`config.mk`:
```
export PLATFORM = sky130hd
export DESIGN_NAME = sram_be_arbiter
export DESIGN_NICKNAME = d
export VERILOG_FILES = /design/src/rtl/sram_be_arbiter.sv
export SDC_FILE = /design/constraint.sdc
export NUM_CORES = 1
export LEC_CHECK = 0
export ABC_AREA = 1
export BUFFER_PORTS_ARGS = -buffer_cell sky130_fd_sc_hd__buf_4
export CORE_AREA = 2 2 149 151
export CTS_CLUSTER_DIAMETER = 200
export DETAILED_ROUTE_END_ITERATION = 8
export DIE_AREA = 0 0 151 153
export PLACE_DENSITY = 0.46
export REMOVE_ABC_BUFFERS = 1
export SETUP_SLACK_MARGIN = 0.2
export SYNTH_ARGS = -nofsm -noshare
export SYNTH_HDL_FRONTEND = slang
export SYNTH_SLANG_ARGS = --single-unit
```
`constraint.sdc`:
```
create_clock -name Clk_CI -period 1.3 [get_ports Clk_CI]
set_input_delay 0.195 -clock Clk_CI [delete_from_list [all_inputs] [get_ports Clk_CI]]
set_output_delay 0.195 -clock Clk_CI [all_outputs]
set_load 0.03 [all_outputs]
```
`src/rtl/sram_be_arbiter.sv`:
```
// rtl/sram_be_arbiter.sv - two-port round-robin arbiter and zero-fill init sequencer for a byte-enabled SRAM (optional init: SRAM_ARB_INIT_EN)
module sram_be_arbiter #(
  parameter int ADDR_W = 8,
  parameter int DATA_W = 64,
  parameter int BE_W   = DATA_W / 8
) (
  input  logic                  Clk_CI,
  input  logic                  Rst_RI,
  input  logic [1:0]            ReqValid_SI,
  output logic [1:0]            ReqReady_SO,
  input  logic [1:0]            ReqWe_SI,
  input  logic [2*ADDR_W-1:0]   ReqAddr_DI,
  input  logic [2*BE_W-1:0]     ReqBe_SI,
  input  logic [2*DATA_W-1:0]   ReqWData_DI,
  output logic [1:0]            RspValid_SO,
  output logic [DATA_W-1:0]     RspRData_DO,
  output logic                  InitDone_SO,
  output logic                  MemCSel_SO,
  output logic                  MemWrEn_SO,
  output logic [BE_W-1:0]       MemBEn_SO,
  output logic [ADDR_W-1:0]     MemAddr_DO,
  output logic [DATA_W-1:0]     MemWrData_DO,
  input  logic [DATA_W-1:0]     MemRdData_DI
);

  logic              run;
  logic              init_wr;
  logic [ADDR_W-1:0] init_addr;
  logic              ptr_q;
  logic              rd_pend_q;
  logic              rd_port_q;
  logic [1:0]        gnt;
  logic              gnt_any;
  logic              gnt_id;

`ifdef SRAM_ARB_INIT_EN
  typedef enum logic {ST_INIT, ST_RUN} state_t;
  state_t            state_q;
  logic [ADDR_W-1:0] init_cnt_q;

  // Zero-fill sweep: one write per cycle, leave INIT after the last address
  always_ff @(posedge Clk_CI) begin
    if (Rst_RI) begin
      state_q    <= ST_INIT;
      init_cnt_q <= '0;
    end else if (state_q == ST_INIT) begin
      init_cnt_q <= init_cnt_q + 1'b1;
      if (init_cnt_q == {ADDR_W{1'b1}}) state_q <= ST_RUN;
    end
  end

  assign run       = (state_q == ST_RUN);
  assign init_wr   = (state_q == ST_INIT) && !Rst_RI;
  assign init_addr = init_cnt_q;
`else
  assign run       = 1'b1;
  assign init_wr   = 1'b0;
  assign init_addr = '0;
`endif

  assign InitDone_SO = run;

  // Grant: a lone requester wins, contention resolved by the priority pointer
  always_comb begin
    gnt = 2'b00;
    if (run && !Rst_RI) begin
      case (ReqValid_SI)
        2'b01:   gnt = 2'b01;
        2'b10:   gnt = 2'b10;
        2'b11:   gnt = ptr_q ? 2'b10 : 2'b01;
        default: gnt = 2'b00;
      endcase
    end
  end

  assign gnt_any     = |gnt;
  assign gnt_id      = gnt[1];
  assign ReqReady_SO = gnt;

  // Macro port drive: init writes, else the granted request, else idle zeros
  always_comb begin
    MemCSel_SO   = 1'b0;
    MemWrEn_SO   = 1'b0;
    MemBEn_SO    = '0;
    MemAddr_DO   = '0;
    MemWrData_DO = '0;
    if (init_wr) begin
      MemCSel_SO   = 1'b1;
      MemWrEn_SO   = 1'b1;
      MemBEn_SO    = '1;
      MemAddr_DO   = init_addr;
    end else if (gnt_any) begin
      MemCSel_SO   = 1'b1;
      MemWrEn_SO   = ReqWe_SI[gnt_id];
      MemBEn_SO    = gnt_id ? ReqBe_SI[BE_W +: BE_W]       : ReqBe_SI[0 +: BE_W];
      MemAddr_DO   = gnt_id ? ReqAddr_DI[ADDR_W +: ADDR_W] : ReqAddr_DI[0 +: ADDR_W];
      MemWrData_DO = gnt_id ? ReqWData_DI[DATA_W +: DATA_W] : ReqWData_DI[0 +: DATA_W];
    end
  end

  // Pointer flips to the other requester after every grant; remember read owner
  always_ff @(posedge Clk_CI) begin
    if (Rst_RI) begin
      ptr_q     <= 1'b0;
      rd_pend_q <= 1'b0;
      rd_port_q <= 1'b0;
    end else begin
      rd_pend_q <= gnt_any && !ReqWe_SI[gnt_id];
      if (gnt_any) begin
        ptr_q     <= ~gnt_id;
        rd_port_q <= gnt_id;
      end
    end
  end

  // Read data flows straight from the macro, steered to the owning requester
  always_comb begin
    RspValid_SO = 2'b00;
    RspRData_DO = '0;
    if (rd_pend_q) begin
      RspValid_SO = rd_port_q ? 2'b10 : 2'b01;
      RspRData_DO = MemRdData_DI;
    end
  end

endmodule
```
==> results.cfg, run 1 <==
[synth]
ys_warn_count = 0
ys_seq_area_frac = 0.0342
ys_seq_elements = 3
ys_types = 17
synth.cell_area_mm2 = 0.00176
syn_avg_cell_area_um2 = 4.13
postSynthCellCount = 426

[cells_and_area]
drive_above_1_share = 0.792
final_common_cell = buf_4
fin_nets = 1067
final_area_mm2 = 0.00695
multiInputGateArea_mm2 = 0.00191
final_cell_mix = buf_4, buf_6, nand2_1
fill_cells = 2258
seq_area_um2 = 65.1
syn2layout_area_growth_pct = 295

[hold_path]
holdPathStages = 2
hp-class = in -> reg
min_from = Rst_RI

[global_routing]
antenna_found_initial = 4
grt_max_degree = 43
grt_util_all_layers = 0.115
grt_pass1_vias = 3838
grt.overflow.total = 0
grt_pass1_wl_um = 20400

[sta]
timing.final.ws_setup_ps = -320
fin_skew_ps = 2.34
max_freq_mhz = 617
report.final.slew_viol_count = 0
finalSetupViolCount = 131
fin_crit_sh = 1.25
rsz0062_at_grt = yes
hold_viol_final = 0
min_period_ps = 1620
fin_hold_ws_ps = 166

[route]
vias = 4078
ant_nets = 0
routed_wl_um = 17400
drt-pass1-iter-count = 4
viasPerCell = 3.64
drt_iter0_markers = 68
drt_drc_violations_left = 0
wl_per_cell_um = 15.5

[outcome]
status = finished with violations
violations = negative setup slack

[placed_design]
io_buffers = 379
dpl-instance-area_mm2 = 0.00504
hpwlAfterDp_um = 12700
gp_congestion = 0.797

[die]
die_area_mm2 = 0.0231
rows = 54
io_pins = 381
start_util = 0.0818
die_w_um = 151
die_h_um = 153
core-area_mm2 = 0.0215

[clock_tree]
clk_pin_slew_ps = 30
clock_latency_ps = 220
cts_tree = yes
hold_buffers = 0
htree_levels = 1
cts_buffers = 3
cts.sinks = 3
cts_root_buffer = clkbuf_16
clockBufferDepth = 2

[critical_path]
crit_path_end = MemBEn_SO[6]
cp_max_fo = 8
endpoint_kind = output port
critPathKind = reg -> out
worstPathArrival_ps = 1420
critPathRequiredTime_ps = 1110
r2r-end = rd_pend_q$_SDFF_PP0_
worstSetupStartpoint = ptr_q$_SDFFE_PP0P_
startpoint_type = flop
rr_worst_depth = 7
ff2ff_setup_slack_ps = 260
r2r_start = ptr_q$_SDFFE_PP0P_

[power_and_ir_drop]
power_density_mw_per_mm2 = 481
p_leak_nw = 4.19
vdd_drop_max_mv = 0.293

[run]
drv_cap = 0
-- cells in the mapped netlist --
library cell    n  area, µm²
nor2_4          1       11.3
nand3_2         1       10.0
buf_4           1       7.51
inv_1          70        263
conb_1          1       3.75
clkbuf_1        2       7.51
a21oi_1         1       5.00
nand3_1         3       15.0
o21ai_0         1       5.00
buf_6           8       90.1
dfxtp_1         3       60.1
nand2_1       312       1170
nand2_2         2       12.5
buf_2          13       65.1
inv_6           1       8.76
inv_2           3       11.3
nor2_1          3       11.3
-- worst max-delay path, stage by stage (launching register included) --
cell	delay (ps)
dfxtp_2	320
nand2_2	70
nand3_2	90
inv_4	110
buf_12	160
clkbuf_16	180
nand2_2	50
nand2_2	70
buf_6	130
-- how the worst min path moves through the flow --
stage                         endpoint  slack, ps
floorplan           ptr_q$_SDFFE_PP0P_        260
global placement    ptr_q$_SDFFE_PP0P_        400
detailed placement  ptr_q$_SDFFE_PP0P_        400
CTS                 ptr_q$_SDFFE_PP0P_        170
global route        ptr_q$_SDFFE_PP0P_        180
finish              ptr_q$_SDFFE_PP0P_        170
-- stage by stage --
step / cells / TNS [ps] / util / power (mW) / setup WS, ps
after floorplan: 402 / -67040 / - / 0.969 / -713
after global placement: 1085 / -3810 / 0.235 / 2.13 / -98.6
after detailed placement: 1085 / -3720 / 0.235 / 2.12 / -92.5
after CTS: 1091 / -20640 / 0.256 / 2.79 / -304
after global routing: 1120 / -32780 / 0.324 / 3.51 / -390
final: 1120 / -25150 / 0.324 / 3.34 / -320
-- sequential cells by signal (all words and copies together) (netlist names) --
name / count
rd_pend_q: 1
rd_port_q: 1
ptr_q: 1
-- report_power, final --
| part | internal (mW) | leakage, nW | switching, mW | total, mW |
|---|---|---|---|---|
| clock network | 0.405 | 0.0382 | 0.0879 | 0.493 |
| logic | 1.36 | 4.13 | 1.37 | 2.73 |
| registers | 0.100 | 0.0258 | 0.0164 | 0.117 |
-- metal layers --
layer,part of all wire,GRT usage,vias to the layer above
li1,-,-,2019
met1,0.33,0.109,1801
met2,0.55,0.229,241
met3,0.094,0.0301,17
met4,0.022,0.0418,0
met5,0,0,-
-- cell families after synthesis --
logic type | count (synthesis) | share of synthesized area
other | 1 | 0.00213
buffers and inverters | 98 | 0.258
DFF | 3 | 0.0342
AOI/OAI and AO/OA | 2 | 0.00569
and+or+nand+nor | 322 | 0.700
-- area by class of cell --
class,instances,area share
tap,280,0.0504
timing repair buffer,429,0.608
timing repair inverter,1,0.00234
inverter,74,0.0428
multi-input combinational,325,0.275
clock buffer,4,0.0113
antenna,4,0.00144
sequential,3,0.00936
-- timing repair --
| action | 4_1_cts | 5_1_grt |
|---|---|---|
| setup endpoints to repair | 147 | 148 |
| pin swaps | 1 | 56 |
| cloned | 1 | 16 |
| resized for setup | 103 | 364 |
| buffers inserted | 1 | 9 |
No activity file was read; power rests on OpenSTA's default activity.
==> run 2, diff against run 1 <==
CORE_AREA = 2 2 148 150   (was 2 2 149 151)
DIE_AREA = 0 0 150 152   (was 0 0 151 153)
PLACE_DENSITY = 0.47   (was 0.46)
clock period = 1.9 ns   (was 1.3 ns; I/O delays follow)
==> results.cfg, run 2 (synthesis results as in run 1) <==
[outcome]
status = complete, no violations

[clock_tree]
clockBufferDepth = 2
cts.sinks = 3
htree_levels = 1
cts_root_buffer = clkbuf_16
clk_pin_slew_ps = 30
clock_latency_ps = 220
hold_buffers = 0
cts_tree = yes
cts_buffers = 3

[sta]
fin_skew_ps = 3.09
max_freq_mhz = 596
hold_viol_final = 0
timing.final.ws_setup_ps = 223
finalSetupViolCount = 0
min_period_ps = 1680
fin_crit_sh = 0.883
report.final.slew_viol_count = 0
rsz0062_at_grt = yes
fin_hold_ws_ps = 258

[die]
start_util = 0.0823
die_w_um = 150
core-area_mm2 = 0.0214
die_h_um = 152
die_area_mm2 = 0.0228
io_pins = 381
rows = 54

[power_and_ir_drop]
vdd_drop_max_mv = 0.166
p_leak_nw = 3.74
power_density_mw_per_mm2 = 339
totalPowerFinal_mw = 1.93

[critical_path]
startpoint_type = flop
worstSetupStartpoint = ptr_q$_SDFFE_PP0P_
critPathKind = reg -> out
cp_slowest_cell = dfxtp_2
crit_chain = inv_2 -> nand2_4 -> nand2_4 -> clkinv_8 -> buf_12 -> clkbuf_16 -> nand2_2 -> nand2_2 -> buf_6
critPathRequiredTime_ps = 1620
cp_max_fo = 7
max_stage_delay_ps = 320
r2r_start = ptr_q$_SDFFE_PP0P_
endpoint_kind = output port
worstPathArrival_ps = 1390
path_buf_inv = 5
crit_family = buffers and inverters

[global_routing]
grt.overflow.total = 0
grt_util_all_layers = 0.120
grt_pass1_vias = 3829
grt_max_degree = 49
antenna_found_initial = 4
grt_pass1_wl_um = 21000

[cells_and_area]
fin_nets = 1040
final_area_mm2 = 0.00569
drive_above_1_share = 0.598
reg_top3 = ptr_q: 1 flops, rd_pend_q: 1 flops, rd_port_q: 1 flops
final_cell_mix = buf_4, nand2_1, inv_1
final_common_cell = buf_4
syn2layout_area_growth_pct = 224

[route]
viasPerCell = 3.57
routed_wl_um = 15700
wl_per_cell_um = 14.4
drt-pass1-iter-count = 4
drt_iter0_markers = 143
vias = 3899
drt_drc_violations_left = 0
ant_nets = 0

[placed_design]
dpl-instance-area_mm2 = 0.00493
gp_congestion = 0.851
pre_cts_ws_ps = 235
io_buffers = 379
hpwlAfterDp_um = 12800

[hold_path]
min_from = Rst_RI
hp-class = in -> reg

[run]
drv_cap = 0
[run 2: worst reg2reg max path, delay by kind of cell, from the launching register on]
kind	cells	cell delay [ps]
simple gates	5	310
flops	1	340
buf+inv	2	190
[run 2: cell type report]
cell class	count	area, µm²
multi-input cells	325	1490
fillers	2449	15700
repair buffers	403	3400
well taps	280	350
clock buffers	4	78.8
diodes	3	7.51
flip-flops and latches	3	62.6
inverters	74	295
[run 2: what timing repair did]
item                       4_1_cts  5_1_grt
cloned                           1        4
resized for setup               20      125
setup buffers                    6        2
setup endpoints to repair       68       76
pin swaps                        1       22
[run 2: power breakdown]
group	total, mW	internal [mW]	switching [mW]
Sequential	0.0748	0.0691	0.00569
Combinational	1.52	0.721	0.799
Clock	0.333	0.277	0.0563
Total	1.93	1.07	0.861
[run 2: through the flow]
stage	setup TNS, ps	utilization	instances
after floorplan	-1130	-	402
after global placement	0	0.231	1072
after detailed placement	0	0.231	1072
after CTS	0	0.242	1083
after global routing	0	0.266	1092
final	0	0.266	1092
[run 2: worst paths after layout]
| path | endpoint | slack, ps | cells past startpoint |
|---|---|---|---|
| max | MemWrData_DO[31] | 220 | 9 |
| min | ptr_q$_SDFFE_PP0P_ | 260 | 2 |
| max reg2reg | rd_pend_q$_SDFF_PP0_ | 1000 | 7 |
| min reg2reg | ptr_q$_SDFFE_PP0P_ | 480 | 2 |
[run 2: routing by layer]
layer  GRT usage  vias up  share of wire
li1            -     1958              -
met1       0.120     1687           0.33
met2       0.237      242           0.54
met3      0.0333       10           0.12
met4      0.0310        2          0.013
met5           0        -        0.00064
